[src/rtl/clk_div_sched_pkg.sv]
// Shared types and reset defaults for the clk_div_sched divider controller.
package clk_div_sched_pkg;
  localparam int CFG_W    = 8;
  localparam int DEF_DIV  = 5;
  localparam int DEF_HIGH = 2;

  typedef enum logic [1:0] {IDLE, RUN, DRAIN} state_t;

  typedef struct packed {
    logic [CFG_W-1:0] div;
    logic [CFG_W-1:0] high;
  } cfg_t;
endpackage

[src/rtl/clk_div_cfg_slot.sv]
// One-deep pending config slot: legality check, valid/ready handshake, error pulse.
// CLK_DIV_SCHED_ODD50_EN: odd ratios ignore cfg_high and take H=(N-1)/2.
module clk_div_cfg_slot
  import clk_div_sched_pkg::*;
#(
  parameter int W = CFG_W
) (
  input  logic           clk_in,
  input  logic           rst,
  input  logic           cfg_valid,
  input  logic [W-1:0]   cfg_div,
  input  logic [W-1:0]   cfg_high,
  input  logic           apply,
  output logic           cfg_ready,
  output logic           cfg_err,
  output logic [2*W-1:0] pend_cfg
);
  logic         full, accept, legal;
  logic [W-1:0] eff_high;

  assign cfg_ready = !full;
  assign accept    = cfg_valid && cfg_ready;

  always_comb begin
    legal    = (cfg_div >= W'(2)) && (cfg_high != '0) && (cfg_high < cfg_div);
    eff_high = cfg_high;
`ifdef CLK_DIV_SCHED_ODD50_EN
    if (cfg_div[0]) begin
      legal    = (cfg_div >= W'(3));
      eff_high = (cfg_div - W'(1)) >> 1;
    end
`endif
  end

  // accept needs an empty slot and apply needs a full one, so they never coincide
  always_ff @(posedge clk_in or negedge rst) begin
    if (!rst) begin
      full     <= 1'b0;
      cfg_err  <= 1'b0;
      pend_cfg <= '0;
    end else begin
      cfg_err <= accept && !legal;
      if (accept && legal) begin
        full     <= 1'b1;
        pend_cfg <= {cfg_div, eff_high};
      end else if (apply) begin
        full <= 1'b0;
      end
    end
  end
endmodule

[src/rtl/clk_div_sched.sv]
// Programmable integer clock divider: IDLE/RUN/DRAIN sequencing, boundary-only config apply.
// CLK_DIV_SCHED_ODD50_EN: adds a falling-edge flop for 50% duty on odd ratios.
module clk_div_sched #(
  parameter int W        = clk_div_sched_pkg::CFG_W,
  parameter int DEF_DIV  = clk_div_sched_pkg::DEF_DIV,
  parameter int DEF_HIGH = clk_div_sched_pkg::DEF_HIGH
) (
  input  logic         rst,
  input  logic         clk_in,
  input  logic         en,
  input  logic         cfg_valid,
  output logic         cfg_ready,
  input  logic [W-1:0] cfg_div,
  input  logic [W-1:0] cfg_high,
  output logic         clk_out,
  output logic         running,
  output logic         period_start,
  output logic         cfg_err
);
  import clk_div_sched_pkg::*;

  state_t         state, state_nxt;
  logic [W-1:0]   cnt, div, high, pend_div, pend_high;
  logic [2*W-1:0] pend_cfg;
  logic           last, apply, pos;

  clk_div_cfg_slot #(.W(W)) u_slot (
    .clk_in    (clk_in),
    .rst       (rst),
    .cfg_valid (cfg_valid),
    .cfg_div   (cfg_div),
    .cfg_high  (cfg_high),
    .apply     (apply),
    .cfg_ready (cfg_ready),
    .cfg_err   (cfg_err),
    .pend_cfg  (pend_cfg)
  );

  assign {pend_div, pend_high} = pend_cfg;
  assign last    = (cnt == div - W'(1));
  assign apply   = !cfg_ready && ((state == IDLE) || last);
  assign running = (state != IDLE);

  always_comb begin
    state_nxt = state;
    unique case (state)
      IDLE:    if (en) state_nxt = RUN;
      RUN:     if (!en) state_nxt = DRAIN;
      DRAIN:   if (en) state_nxt = RUN;
               else if (last) state_nxt = IDLE;
      default: state_nxt = IDLE;
    endcase
  end

  always_ff @(posedge clk_in or negedge rst) begin
    if (!rst) begin
      state        <= IDLE;
      cnt          <= '0;
      div          <= W'(DEF_DIV);
      high         <= W'(DEF_HIGH);
      pos          <= 1'b0;
      period_start <= 1'b0;
    end else begin
      state <= state_nxt;
      if (state == IDLE) begin
        cnt          <= '0;
        pos          <= 1'b0;
        period_start <= 1'b0;
      end else begin
        cnt          <= last ? '0 : cnt + W'(1);
        pos          <= (cnt < high);
        period_start <= (cnt == '0);
      end
      // the output computed at this edge still uses the old H, so the period closes cleanly
      if (apply) begin
        div  <= pend_div;
        high <= pend_high;
      end
    end
  end

`ifdef CLK_DIV_SCHED_ODD50_EN
  logic odd_q, neg;

  // odd_q tags pos with the ratio of the period it belongs to
  always_ff @(posedge clk_in or negedge rst) begin
    if (!rst) odd_q <= 1'b0;
    else      odd_q <= div[0];
  end

  always_ff @(negedge clk_in or negedge rst) begin
    if (!rst) neg <= 1'b0;
    else      neg <= pos & odd_q;
  end

  assign clk_out = pos | neg;
`else
  assign clk_out = pos;
`endif
endmodule

[config.mk]
export PLATFORM = sky130hd
export DESIGN_NAME = clk_div_sched
export DESIGN_NICKNAME = d
export VERILOG_FILES = /design/src/rtl/clk_div_sched_pkg.sv /design/src/rtl/clk_div_cfg_slot.sv /design/src/rtl/clk_div_sched.sv
export SDC_FILE = /design/constraint.sdc
export NUM_CORES = 1
export LEC_CHECK = 0
export BUFFER_PORTS_ARGS = -buffer_cell sky130_fd_sc_hd__buf_4
export CORE_MARGIN = 2
export CORE_UTILIZATION = 50
export DETAILED_ROUTE_END_ITERATION = 6
export PLACE_DENSITY = 0.83
export REMOVE_ABC_BUFFERS = 1
export SYNTH_ARGS = -nofsm -noshare
export SYNTH_HDL_FRONTEND = slang
export SYNTH_SLANG_ARGS = --single-unit
[constraint.sdc]
create_clock -name clk_in -period 2.2 [get_ports clk_in]
set_input_delay 0.55 -clock clk_in [delete_from_list [all_inputs] [get_ports clk_in]]
set_output_delay 0.55 -clock clk_in [all_outputs]
set_load 0.05 [all_outputs]
Word level (Yosys, flattened, before mapping)
Cells that the tools add are included.
Operators by class
  add/sub/neg operators: 2
  magnitude comparators: 3
  eq/ne operators: 6
  muxes and demuxes: 11
  reduce and logical (&&, ||, !) cells: 15
Operators by type and width (count)
  less-than comparator 8 bit: 2
  two-way mux 8 bit: 2
  adder 8 x 1 -> 8 bit, second input constant: 1
  == test 8 bit: 1
  >= comparator 8 x 2 -> 1 bit, second input constant: 1
  zero test 8 bit: 1
  two-way mux 2 bit: 4
  nonzero test 8 bit: 1
  subtractor 8 x 1 -> 8 bit, second input constant: 1
  logical AND 1 bit: 6
  one-hot mux 2 bit (3 select lines): 1
  two-way mux 1 bit: 4
  != test 2 bit, second input constant: 2
  nonzero test 2 bit: 2
  != test 3 bit, second input constant: 1
  AND reduction 3 bit: 1
  == test 2 x 1 -> 1 bit, second input constant: 1
  == test 2 bit, second input constant: 1
  zero test 1 bit: 2
  zero test 2 bit: 1
  logical OR 1 bit: 1
Word-level totals
  register bits: 46
  input port bits: 20
  output and inout bits: 5
  word-level logic and storage cells: 46

Depth between registers and ports, before layout
  word-level depth: 6
  mapped depth: 9
  mapped depth without buffers: 8

Cells and area by module
From an unflattened synthesis, not the netlist that was laid out.
Second synthesis, totals
  cells, all modules: 202
  area, all modules: 2504.9 sq um
Modules (own cells, without submodules)
  clk_div_sched: times used 1, cells each 136, area each 1587.8 sq um
  clk_div_cfg_slot: times used 1, cells each 66, area each 917.1 sq um

Worst setup path after synthesis
OpenSTA, ideal clock, no wires.
  path kind: reg-to-reg
  from: reg div[0]
  to: reg div[1]
  library setup time: 0.127 ns
  arrival: 2.310 ns
  data required time: 2.073 ns
  setup slack: -0.237 ns
  stages on the path, launching flop included: 10
  path buffers: 1
  period minus slack after synthesis: 2.437 ns
  path through: dfstp_2 -> inv_1 -> ha_1 -> xor2_1 -> o211ai_1 -> a211oi_1 -> o2111ai_2 -> a21oi_4 -> buf_6 -> mux2_1
On the way
  cells in the longest elaborated chain, start to end: 4
Ends and longest elaborated chain
  start: declaration: RTL line clk_div_sched.sv:23  | logic [W-1:0] cnt, div, high, pend_div, pend_high;
  start signal: assignment: RTL line clk_div_sched.sv:59  | div <= W'(DEF_DIV);
  start signal: assignment: RTL line clk_div_sched.sv:76  | div <= pend_div;
  subtractor 8 x 1 -> 8 bit: RTL line clk_div_sched.sv:40  | assign last = (cnt == div - W'(1));
  == test 8 bit: RTL line clk_div_sched.sv:40
  logical OR 1 bit: RTL line clk_div_sched.sv:41  | assign apply = !cfg_ready && ((state == IDLE) || last);
  logical AND 1 bit: RTL line clk_div_sched.sv:41
Every way passes these cells.
A chain may end at the register's enable or synchronous reset.

Worst setup path in the final report
  from: reg div[0]
  to: reg div[5]
The elaborated chain is that of the path after synthesis.

==> flow_summary_export.csv <==
group,metric,value,unit
sta,layout_skew,0.005538,ns
synthesis,yosys_register_bits,46,
setup_path,worst_r2r_endpoint,"div[5]",
power_and_ir_drop,ir_worst_vdd,0.0006338,V
clocking,cts_root_buffer,"clkbuf_8",
setup_path,cp_slowest_stage_delay,0.55,ns
power_and_ir_drop,clkPwrFrac,20.4,%
global_routing,grt.overflow.total,0,
global_routing,first_global_vias,1722,
clocking,cts.path.max_buffers,2,
drt,dr.pass1.iters,4,
synthesis,syn-cell-area,2419,um^2
sta,max-slew-margin-rel,61.32,%
floorplan,boundaryPins,25,
placement,place_congestion,0.9486,
synthesis,yosys-top-cells-area,"dfrtp_1, mux2_2, ha_1, mux2_1, inv_1",
setup_path,required_time_at_the_worst_slack_endpoint,2.39,ns
clocking,path_clk_slew,0.09,ns
synthesis,synth_enable_flop_cells,0,
floorplan,dieWidth,73.55,um
finish,antenna-diode-count,0,
finish,areaGrowthSynthToFinish,32.90,%
finish,nets,300,
setup_path,reg2reg_setup_slack,-0.16,ns
run,cap_viol_max_count,0,
sta,worst_slew_pin_slew,0.5802,ns
drt,detail_route.drc_violations,0,
floorplan,starting_density,51.55,%
clocking,cts_hold_repair.buffers,0,
floorplan,rows,25,
power_and_ir_drop,share_seq_of_total_power,38.3,%
setup_path,worstRegToRegCells,9,
status,violations,"negative setup slack",
finish,share_of_cells_above_drive_strength_1,42.05,%
floorplan,core_area,4692,um^2
drt,overall_via_count_from_detail_route,1762,
clocking,tritoncts_clock_tree,"yes",
global_routing,wire_length_of_the_first_global_routing_pass,8.190,mm
drt,postRouteAntennaNets,0,
synthesis,yosys_most_used_dff,"dfrtp_1",
finish,fillcell_total,317,
setup_path,startpoint_type,"register",
synthesis,synthDistinctLibCells,43,
sta,rsz0062_at_grt,"true",
sta,report.final.setup_viol,18,
drt,route.detailed.wl_per_inst,18.00,um
synthesis,share_of_async_settable_or_async_resettable_flops_after_synthesis,100.0,%
placement,post-dp-hpwl,3.577,mm
synthesis,yosys_warnings,0,
synthesis,syn_area_per_cell,11.63,um^2
floorplan,chipHeight,73.55,um
setup_path,timing.critical_path.cells,"inv_2 -> ha_4 -> xor2_1 -> o211ai_1 -> a211oi_2 -> o2111ai_2 -> a21oi_4 -> clkbuf_16 -> mux2_4",
clocking,sinks_on_the_clock_net,46,
sta,timing.final.ws_setup,-0.1629,ns
setup_path,crit_buf_inv,2,
setup_path,path_depth,9,
drt,drt_wl_total,5.724,mm
synthesis,synth-seq-area-share,47.75,%
global_routing,gr_util_all_layers,20.06,%
power_and_ir_drop,p_sw,1282,uW
global_routing,grt_max_degree,47,
sta,hold-worst-slack,0.2503,ns
sta,finalMaxSlewViolations,0,
drt,detailedRoute.firstIterationViolations,94,
power_and_ir_drop,p_leak,0.001540,uW
min_path,hold_path.class,"input port to async pin",
synthesis,ys_top_cells_by_count,"dfrtp_1, inv_1, mux2_2, ha_1, nor2_1",
sta,post-route-min-period,2.363,ns
placement,dp_slack,-0.3915,ns
power_and_ir_drop,power_density,1186,nW/um^2
sta,max_freq,0.4232,GHz
clocking,clock_insertion_delay_worst_skew,0.30,ns
setup_path,crit_path_max_fanout,8,
setup_path,cpMaxStageDelayCell,"dfstp_2",
clocking,cts-htree-levels,2,
synthesis,synth_cells,208,
setup_path,critPathCapture,"div[5]",
setup_path,crit_path_max_delay_family,"compound AO/OA/AOI/OAI gates",
sta,post-route-period-util,107.4,%
floorplan,floorplan.die_area,5410,um^2
drt,vias_per_cell,5.541,
synthesis,most_frequently_used_cell_type_in_the_post_synthesis_netlist,"dfrtp_1",
clocking,cts-buffers-inserted,5,
synthesis,post-synth-top-area-fraction,44.49,%
setup_path,critPathCaptureType,"register",
placement,placement.io_buffers,24,
setup_path,r2r_start,"div[0]",
setup_path,worstPathArrival,2.55,ns
global_routing,number_of_antenna_violations_at_the_first_check_in_global_routing,0,
power_and_ir_drop,sw_frac_of_total,33.63,%
setup_path,setup.worst_path.start,"div[0]",
power_and_ir_drop,share_comb_of_total_power,41.3,%
power_and_ir_drop,p_int,2529,uW
sta,hold_viol,0,
status,run_status,"complete, but fails checks",
synthesis,post-synth-top-area-cell,"dfrtp_1",
setup_path,setup.worst_path.class,"register to register",
==> area by class of cell <==
type | count | area (um^2) | share of cell area [%]
Inverter | 22 | 82.58 | 2.569
Clock buffer | 6 | 82.58 | 2.569
Timing Repair Buffer | 53 | 483.0 | 15.03
Multi-Input combinational cell | 135 | 1284 | 39.94
Sequential cell | 46 | 1155 | 35.93
Clock inverter | 2 | 60.06 | 1.868
Tap cell | 54 | 67.56 | 2.102
==> through the flow <==
| step | total power (uW) | TNS (ns) | std cells | instance area (um^2) | util, % |
|---|---|---|---|---|---|
| 3_3_place_gp | 2583 | -7.975 | 305 | 2841 | 60.56 |
| 2_1_floorplan | 2229 | -7.580 | 203 | 2389 | - |
| 5_1_grt | 4011 | -2.964 | 318 | 3214 | 68.51 |
| 6_report | 3811 | -2.110 | 318 | 3214 | 68.51 |
| 3_5_place_dp | 2660 | -9.431 | 305 | 2841 | 60.56 |
| 4_1_cts | 3492 | -1.046 | 314 | 3017 | 64.29 |
==> repair_timing <==
action | CTS | global route
setup endpoints to repair | 33 | 40
buffers inserted | 1 | 1
cloned | 0 | 3
pin swaps | 3 | 6
resized for setup | 5 | 25
hold endpoints to repair | 0 | 0
==> registers in the layout (all words and copies together) (netlist names) <==
register and flops:
u_slot.pend_cfg 16, clk_out 1, high 8, state 2
cnt 8, div 8, period_start 1, u_slot.full 1
u_slot.cfg_err 1
==> power by group through the flow <==
stage                     sequential [uW]  combinational, uW  clock (uW)
after floorplan                      1430                794           0
after global placement               1410               1170           0
after detailed placement             1430               1230           0
after CTS                            1420               1290         779
after global routing                 1510               1690         816
final                                1460               1570         779
==> metal layers <==
metal	track usage (%)	vias to the layer above	part of all wire, %
met1	25.29	870	43
met4	6.061	0	1.9
met3	3.704	11	3.7
met2	34.92	48	51
met5	0	-	0
li1	-	833	-
==> kinds of logic (layout without fill, tap and decap cells) <==
group,after synthesis,count (layout),synth area share (%)
XOR/XNOR,15,15,5.432
AO/OA/AOI/OAI,22,22,7.346
multiplexers,32,32,14.90
adder cells (fa/ha/maj),18,18,9.208
AND/OR/NAND/NOR,48,48,10.71
flip-flops,46,46,47.75
buffers and inverters,27,83,4.656
==> worst min path at each step <==
stage	from	end
after floorplan	rst	clk_out
after global routing	rst	cnt[0]
final	rst	u_slot.pend_cfg[10]
after CTS	rst	cnt[0]
after global placement	u_slot.full	u_slot.cfg_err
after detailed placement	u_slot.full	u_slot.cfg_err
==> worst reg2reg max path, stage by stage, from the launching register on <==
cell and delay (ns):
dfstp_2 0.55, inv_2 0.05, ha_4 0.26, xor2_1 0.14, o211ai_1 0.12, a211oi_2 0.20, o2111ai_2 0.20, a21oi_4 0.23
clkbuf_16 0.21, mux2_4 0.31
==> cell usage in the layout (no fill, tap or decap), drive strengths merged, types with 2 or more instances in the layout <==
cell type  synthesis  final
o211ai             2      2
a21oi              4      4
xnor2              6      6
a21o               3      3
xor2               9      9
clkbuf             1      9
bufinv             0      2
or2                2      2
o311ai             2      2
ha                17     17
nor2              11     11
nand2              7      7
and3               4      4
mux2              32     32
nand4              2      2
nand2b             3      3
inv               22     22
nor4               6      6
a211oi             2      2
o21ai              2      2
dfrtp             43     43
nand3              5      5
nor3               2      2
dfstp              3      3
nor3b              2      2
buf                4     50
Power figures use the tool's default switching activity.
